===== src/rtl/mitll_sfq_pkg.sv =====
// mitll_sfq_pkg: shared types and helpers for the clocked SFQ cell models
package mitll_sfq_pkg;
    localparam int PULSE_CNT_W = 16;
    typedef enum logic [1:0] {STARTUP, RUN, ERROR} state_t;
    function automatic int max_int(input int a, input int b);
        return (a > b) ? a : b;
    endfunction
endpackage


===== src/rtl/mitll_merget_sync_if.sv =====
// mitll_merget_sync_if: toggle-encoded pulse pins and status of the merger cell
interface mitll_merget_sync_if;
    import mitll_sfq_pkg::*;
    logic                   in1;
    logic                   in2;
    logic                   out;
    logic                   err;
    logic                   viol;
    logic [PULSE_CNT_W-1:0] pulse_count;
    modport master (output in1, in2, input out, err, viol, pulse_count);
    modport slave  (input in1, in2, output out, err, viol, pulse_count);
endinterface


===== src/rtl/mitll_pulse_delay_line.sv =====
// mitll_pulse_delay_line: toggle-request shift register; a request inserted at offset d reaches the tail d cycles later
module mitll_pulse_delay_line #(
    parameter int DEPTH = 3,
    parameter int OW    = $clog2(DEPTH + 1)
) (
    input  logic          clk,
    input  logic          rst,
    input  logic          i_clr,
    input  logic          i_ins,
    input  logic [OW-1:0] i_off,
    output logic          o_tail
);
    logic [DEPTH-1:0] r_sr;
    logic [DEPTH-1:0] w_ins;

    assign w_ins  = i_ins ? (DEPTH'(1) << (i_off - OW'(1))) : '0;
    assign o_tail = r_sr[0];

    // Requests move one slot toward the tail per cycle; clear drops everything in flight.
    always_ff @(posedge clk) begin
        if (rst || i_clr) r_sr <= '0;
        else              r_sr <= (r_sr >> 1) | w_ins;
    end
endmodule


===== src/rtl/mitll_merget_sync.sv =====
// mitll_merget_sync: cycle-based RSFQ merger with per-input delay, critical-timing window and error freeze
module mitll_merget_sync
    import mitll_sfq_pkg::*;
#(
    parameter int DELAY_IN1     = 3,
    parameter int DELAY_IN2     = 2,
    parameter int CT_CYCLES     = 2,
    parameter int STEADY_CYCLES = 4,
    parameter int BIAS_OK       = 1
) (
    input logic                clk,
    input logic                rst,
    mitll_merget_sync_if.slave bus
);
    localparam int DEPTH = max_int(DELAY_IN1, DELAY_IN2);
    localparam int OW    = $clog2(DEPTH + 1);
    localparam int CW    = $clog2(CT_CYCLES + 1);
    localparam int DDIFF = (DELAY_IN1 > DELAY_IN2) ? DELAY_IN1 - DELAY_IN2 : DELAY_IN2 - DELAY_IN1;

    // Two accepted requests must never reach the tail in the same cycle.
    if (DELAY_IN1 < 1 || DELAY_IN2 < 1 || CT_CYCLES < 1 || CT_CYCLES <= DDIFF) begin : g_param_chk
        $error("mitll_merget_sync: illegal DELAY_IN1/DELAY_IN2/CT_CYCLES combination");
    end

    state_t                 r_state;
    state_t                 w_state_n;
    logic                   r_in1_q;
    logic                   r_in2_q;
    logic                   w_e1;
    logic                   w_e2;
    logic                   w_viol;
    logic                   w_accept;
    logic                   w_tail;
    logic                   w_fire;
    logic [OW-1:0]          w_off;
    logic [CW-1:0]          r_ct;
    logic [31:0]            r_settle;
    logic                   r_out;
    logic                   r_err;
    logic                   r_viol;
    logic [PULSE_CNT_W-1:0] r_cnt;

    assign w_e1   = bus.in1 ^ r_in1_q;
    assign w_e2   = bus.in2 ^ r_in2_q;
    assign w_fire = w_tail && (r_state == RUN) && !w_viol;

    assign bus.out         = r_out;
    assign bus.err         = r_err;
    assign bus.viol        = r_viol;
    assign bus.pulse_count = r_cnt;

    // Input history follows the pins every cycle, reset included, so a held level never looks like an edge.
    always_ff @(posedge clk) begin
        r_in1_q <= bus.in1;
        r_in2_q <= bus.in2;
    end

    // FSM state register.
    always_ff @(posedge clk) begin
        if (rst) r_state <= STARTUP;
        else     r_state <= w_state_n;
    end

    // Next state plus edge acceptance; an edge inside the window or a coincident pair is a violation.
    always_comb begin
        w_state_n = r_state;
        w_viol    = 1'b0;
        w_accept  = 1'b0;
        w_off     = w_e1 ? OW'(DELAY_IN1) : OW'(DELAY_IN2);
        case (r_state)
            STARTUP: begin
                if (BIAS_OK == 0)                                   w_state_n = ERROR;
                else if (r_settle + 32'd1 >= 32'(STEADY_CYCLES))    w_state_n = RUN;
            end
            RUN: begin
                if (w_e1 || w_e2) begin
                    w_viol    = (r_ct != '0) || (w_e1 && w_e2);
                    w_accept  = !w_viol;
                    w_state_n = w_viol ? ERROR : RUN;
                end
            end
            default: w_state_n = ERROR;
        endcase
    end

    // Settling counter runs only during startup; the timing window reloads on every accepted edge.
    always_ff @(posedge clk) begin
        if (rst) begin
            r_settle <= '0;
            r_ct     <= '0;
        end else begin
            r_settle <= (r_state == STARTUP) ? r_settle + 32'd1 : r_settle;
            r_ct     <= w_accept ? CW'(CT_CYCLES) : ((r_ct != '0) ? r_ct - CW'(1) : r_ct);
        end
    end

    // Merged output toggles when a request leaves the line; error is sticky until reset.
    always_ff @(posedge clk) begin
        if (rst) begin
            r_out  <= 1'b0;
            r_cnt  <= '0;
            r_viol <= 1'b0;
            r_err  <= 1'b0;
        end else begin
            if (w_fire) begin
                r_out <= ~r_out;
                r_cnt <= r_cnt + PULSE_CNT_W'(1);
            end
            r_viol <= w_viol;
            r_err  <= (w_state_n == ERROR);
        end
    end

    mitll_pulse_delay_line #(.DEPTH(DEPTH), .OW(OW)) u_dl (
        .clk    (clk),
        .rst    (rst),
        .i_clr  (w_viol || (r_state != RUN)),
        .i_ins  (w_accept),
        .i_off  (w_off),
        .o_tail (w_tail)
    );
endmodule


===== src/flat_wrapper.sv =====
// flat-port wrapper written by rule: the top's interface ports become plain ports
module mitll_merget_sync_flat import mitll_sfq_pkg::*;
#(
    parameter int DELAY_IN1     = 3,
    parameter int DELAY_IN2     = 2,
    parameter int CT_CYCLES     = 2,
    parameter int STEADY_CYCLES = 4,
    parameter int BIAS_OK       = 1
)
  (clk, rst, bus_in1, bus_in2, bus_out, bus_err, bus_viol, bus_pulse_count);
  mitll_merget_sync_if bus_i ();
  input logic clk;
  input logic rst;
  input wire logic [$bits(bus_i.in1)-1:0] bus_in1;
  input wire logic [$bits(bus_i.in2)-1:0] bus_in2;
  output wire logic [$bits(bus_i.out)-1:0] bus_out;
  output wire logic [$bits(bus_i.err)-1:0] bus_err;
  output wire logic [$bits(bus_i.viol)-1:0] bus_viol;
  output wire logic [$bits(bus_i.pulse_count)-1:0] bus_pulse_count;
  assign bus_i.in1 = bus_in1;
  assign bus_i.in2 = bus_in2;
  assign bus_out = bus_i.out;
  assign bus_err = bus_i.err;
  assign bus_viol = bus_i.viol;
  assign bus_pulse_count = bus_i.pulse_count;
  mitll_merget_sync #(.DELAY_IN1(DELAY_IN1), .DELAY_IN2(DELAY_IN2), .CT_CYCLES(CT_CYCLES), .STEADY_CYCLES(STEADY_CYCLES), .BIAS_OK(BIAS_OK)) u_core (.clk(clk), .rst(rst), .bus(bus_i));
endmodule

===== config.mk =====
export PLATFORM = sky130hd
export DESIGN_NAME = mitll_merget_sync_flat
export DESIGN_NICKNAME = d
export VERILOG_FILES = /design/src/rtl/mitll_sfq_pkg.sv /design/src/rtl/mitll_merget_sync_if.sv /design/src/rtl/mitll_pulse_delay_line.sv /design/src/rtl/mitll_merget_sync.sv /design/src/flat_wrapper.sv
export SDC_FILE = /design/constraint.sdc
export NUM_CORES = 1
export LEC_CHECK = 0
export CAP_MARGIN = 10
export CORE_AREA = 2 2 82 84
export DETAILED_ROUTE_END_ITERATION = 7
export DIE_AREA = 0 0 84 86
export DONT_BUFFER_PORTS = 1
export PLACE_DENSITY = 0.71
export SLEW_MARGIN = 20
export SYNTH_ARGS = -nofsm -noshare
export SYNTH_HDL_FRONTEND = slang
export SYNTH_SLANG_ARGS = --single-unit

===== constraint.sdc =====
create_clock -name clk -period 3.14 [get_ports clk]
set_input_delay 0.471 -clock clk [delete_from_list [all_inputs] [get_ports clk]]
set_output_delay 0.471 -clock clk [all_outputs]
set_load 0.01 [all_outputs]

==> flow_summary.html <==
<table>
<tr><th>Metric</th><th>Value</th></tr>
<tr><th colspan="2">Status</th></tr>
<tr><td>Run status</td><td>complete, no violations</td></tr>
<tr><th colspan="2">Clock tree</th></tr>
<tr><td>Post CTS Setup Buffer Count</td><td>0</td></tr>
<tr><td>H-tree depth</td><td>3</td></tr>
<tr><td>Number of buffers on the longest clock path</td><td>2</td></tr>
<tr><td>Total clock buffers created by CTS</td><td>9</td></tr>
<tr><td>CTS sink cnt</td><td>60</td></tr>
<tr><td>TritonCTS clock tree</td><td>done</td></tr>
<tr><td>Library cell used as clock root buffer</td><td>clkbuf_8</td></tr>
<tr><td>Post-CTS clock slew at the launch and capture registers of the worst setup and hold paths</td><td>0.08 ns</td></tr>
<tr><td>PostCTS Resize Cnt</td><td>0</td></tr>
<tr><td>Latest clock arrival within the worst-skew pair</td><td>0.36 ns</td></tr>
<tr><td>Total of hold buffers inserted after clock tree synthesis</td><td>0</td></tr>
<tr><th colspan="2">Setup path</th></tr>
<tr><td>Crit-path max FO</td><td>10</td></tr>
<tr><td>Data required, critical path</td><td>3.37 ns</td></tr>
<tr><td>Worst setup path class</td><td>reg -&gt; reg</td></tr>
<tr><td>Arrival time worst endpoint</td><td>2.84 ns</td></tr>
<tr><td>CP max stage cell</td><td>nor4_4</td></tr>
<tr><td>Critical-path cell list</td><td>nand4_4 -&gt; nor4_4 -&gt; nand2_1 -&gt; xnor2_1 -&gt; or4_1 -&gt; nor4_1 -&gt; a221oi_1</td></tr>
<tr><td>Kind of start point of the critical path</td><td>flop</td></tr>
<tr><td>Count of buffering cells on the critical path with inverters included</td><td>0</td></tr>
<tr><td>CP Capture Type</td><td>flop</td></tr>
<tr><td>Longest individual stage delay on the worst path</td><td>0.54 ns</td></tr>
<tr><td>Largest delay contributor family on the critical path</td><td>simple AND/OR/NAND/NOR gates</td></tr>
<tr><th colspan="2">Finish</th></tr>
<tr><td>Diodes inserted</td><td>0</td></tr>
<tr><td>Final-stage net count</td><td>366</td></tr>
<tr><td>Final core occ</td><td>52.10%</td></tr>
<tr><td>Highest-count cells in the layout ignoring fill and taps</td><td>60 x dfxtp_1, 53 x nor2_1, 37 x nand2_1</td></tr>
<tr><td>Finished Layout Cells</td><td>441</td></tr>
<tr><td>Layout cells sized above 1</td><td>7.692%</td></tr>
<tr><td>P&amp;R area growth vs syn</td><td>6.825%</td></tr>
<tr><td>Most frequent standard cell in the layout excluding fill and tap cells</td><td>dfxtp_1</td></tr>
<tr><th colspan="2">Synth</th></tr>
<tr><td>Syn Area/Cell</td><td>8.297 um^2</td></tr>
<tr><td>Register bit total from synthesis</td><td>60</td></tr>
<tr><td>Library cell occupying the most area in the post-synthesis netlist</td><td>dfxtp_1</td></tr>
<tr><td>Number of synthesized flops with an enable pin</td><td>0</td></tr>
<tr><td>Synthesized netlist cell count</td><td>369</td></tr>
<tr><td>Fraction of registers with async set or reset after synthesis</td><td>0%</td></tr>
<tr><td>Yosys warning count</td><td>0</td></tr>
<tr><td>Flip-flop cell with the highest count after synthesis</td><td>dfxtp_1</td></tr>
<tr><td>Leading cell types by total area after synthesis</td><td>dfxtp_1 39%, xor2_1 10%, xnor2_1 6.6%</td></tr>
<tr><td>Number of nets in the synthesized netlist</td><td>376</td></tr>
<tr><td>Post-synth top area share</td><td>39.23%</td></tr>
<tr><td>Netlist area before placement</td><td>3062 um^2</td></tr>
<tr><td>Number of distinct standard cells referenced by the synthesized netlist</td><td>44</td></tr>
<tr><td>Proportion of synthesized chip area in sequential cells</td><td>39.23%</td></tr>
<tr><th colspan="2">Die</th></tr>
<tr><td>I/O pin count</td><td>23</td></tr>
<tr><td>Height of the chip</td><td>86 um</td></tr>
<tr><td>Floorplan row count</td><td>29</td></tr>
<tr><td>Starting density of the core</td><td>48.77%</td></tr>
<tr><td>Total Die Area</td><td>7224 um^2</td></tr>
<tr><td>Die Width</td><td>84 um</td></tr>
<tr><td>Placeable core region</td><td>6277 um^2</td></tr>
<tr><th colspan="2">Detailed routing</th></tr>
<tr><td>Final routed wirelength across all metal layers</td><td>5843 um</td></tr>
<tr><td>Total iterations of the first detailed-routing run</td><td>4</td></tr>
<tr><td>Routed vias</td><td>2,463</td></tr>
<tr><td>Starting DRC count in detailed routing</td><td>178</td></tr>
<tr><td>Average wire per standard cell</td><td>13.25 um</td></tr>
<tr><td>Remaining number of nets flagged by the antenna check after routing</td><td>0</td></tr>
<tr><td>Avg Vias per Cell</td><td>5.585</td></tr>
<tr><td>Post-detailed-route DRC marker count</td><td>0</td></tr>
<tr><th colspan="2">GRT</th></tr>
<tr><td>All-layer global routing usage</td><td>17.66%</td></tr>
<tr><td>Number of global-route vias before repair</td><td>2,258</td></tr>
<tr><td>Pin count of the biggest net entering global routing</td><td>57</td></tr>
<tr><td>GRT Residual Overflow</td><td>0</td></tr>
<tr><td>Number of antenna violations at the first check in global routing</td><td>0</td></tr>
<tr><td>Wire length of the first global-routing pass</td><td>10,360 um</td></tr>
<tr><th colspan="2">Timing</th></tr>
<tr><td>Accumulated negative setup slack</td><td>0 ns</td></tr>
<tr><td>Worst-case headroom to the max-slew limit</td><td>59.95%</td></tr>
<tr><td>Setup Viol. Count Final</td><td>0</td></tr>
<tr><td>RSZ-0062 raised after global routing</td><td>no</td></tr>
<tr><td>Fmax</td><td>383.3 MHz</td></tr>
<tr><td>Final clock period utilization by the worst path</td><td>83.08%</td></tr>
<tr><td>Hold_ws</td><td>0.1310 ns</td></tr>
<tr><td>Hold Fails Final Rpt</td><td>0</td></tr>
<tr><td>Transition at the pin with the smallest max-transition slack</td><td>0.5986 ns</td></tr>
<tr><td>Max-slew violation total from the final report</td><td>0</td></tr>
<tr><td>Post-layout min period</td><td>2.609 ns</td></tr>
<tr><td>Setup clock skew after layout</td><td>0.01259 ns</td></tr>
<tr><th colspan="2">Pwr</th></tr>
<tr><td>Static leakage</td><td>0.001157 uW</td></tr>
<tr><td>Final Total Pwr</td><td>1711 uW</td></tr>
<tr><td>VDD IR max</td><td>383.8 uV</td></tr>
<tr><td>P per Cell Area</td><td>523.0 nW/um^2</td></tr>
<tr><th colspan="2">Hold path</th></tr>
<tr><td>Min-Delay Path Class</td><td>in -&gt; reg</td></tr>
<tr><th colspan="2">Run</th></tr>
<tr><td>Max-cap check violation count</td><td>0</td></tr>
<tr><th colspan="2">Placed design</th></tr>
<tr><td>Routability Congestion</td><td>0.8560</td></tr>
<tr><td># placed instances</td><td>425</td></tr>
<tr><td>Port Buffer Count</td><td>0</td></tr>
<tr><td>Final HPWL DP</td><td>4057 um</td></tr>
</table>
## registers in the layout, indices dropped and copies added (netlist names)
register / count
u_core.bus.err: 1
u_core.bus.out: 1
u_core.bus.pulse_count: 16
u_core.bus.viol: 1
u_core.r_ct: 2
u_core.r_in1_q: 1
u_core.r_in2_q: 1
u_core.r_settle: 32
u_core.r_state: 2
u_core.u_dl.r_sr: 3
## cell families after synthesis
kind of cell | Yosys count | share of synthesized area [%]
AO/OA/AOI/OAI | 39 | 7.683
XOR/XNOR | 60 | 17.65
adder cells (fa/ha/maj) | 4 | 1.676
buffers and inverters | 26 | 3.678
flip-flops | 60 | 39.23
AND/OR/NAND/NOR | 180 | 30.08
## synth_stat cells (3+ instances only)
| cell type | number |
|---|---|
| a21oi_1 | 13 |
| inv_1 | 3 |
| buf_2 | 6 |
| nand3_1 | 17 |
| a31oi_1 | 5 |
| nand2_1 | 37 |
| nor4_1 | 6 |
| nand4_1 | 12 |
| or3_1 | 10 |
| clkbuf_1 | 15 |
| and4_1 | 4 |
| nor3_1 | 12 |
| dfxtp_1 | 60 |
| nor2_1 | 53 |
| and3_1 | 12 |
| xnor2_1 | 23 |
| ha_1 | 3 |
| xor2_1 | 35 |
| o21ai_0 | 10 |
## final cells by class
| type | instances | area [um^2] |
|---|---|---|
| fillers | 601 | 3007 |
| clock buffers | 9 | 123.9 |
| clock inverters | 7 | 75.07 |
| well taps | 77 | 96.34 |
| inverters | 3 | 11.26 |
| multi-input cells | 283 | 1748 |
| repair buffers | 2 | 15.01 |
| flip-flops and latches | 60 | 1201 |
## path summary, 6_finish.rpt
check / slack, ns / startpoint / cells after the start / to
min: 0.13 / bus_in2 / 0 / u_core.r_in2_q$_DFF_P_
max reg2reg: 0.53 / u_core.r_settle[3]$_SDFFE_PP0P_ / 7 / u_core.r_state[0]$_SDFF_PP0_
min reg2reg: 0.44 / u_core.u_dl.r_sr[1]$_SDFF_PP0_ / 1 / u_core.u_dl.r_sr[0]$_SDFF_PP0_
max: 0.53 / u_core.r_settle[3]$_SDFFE_PP0P_ / 7 / u_core.r_state[0]$_SDFF_PP0_
## stage by stage
step           cell area, um^2  setup slack [ns]
6_report                  3271            0.5312
3_3_place_gp              3072            0.6517
5_1_grt                   3271            0.3093
3_5_place_dp              3072            0.5555
2_1_floorplan             3062            0.8297
4_1_cts                   3271            0.5261
## metal layers
metal	wire, um	GRT usage, %	part of all wire, %
met1	2806	22.33	48
met2	2673	27.78	46
met3	234	4.139	4.0
met4	129	10.12	2.2
met5	0	0	0
## power by group
group	leakage (uW)	internal [uW]	switching [uW]
registers	0.000485	791	32.8
logic	0.000580	71.9	105
clock network	0.0000923	370	340
total	0.00116	1230	478
Power figures use the tool's default switching activity.
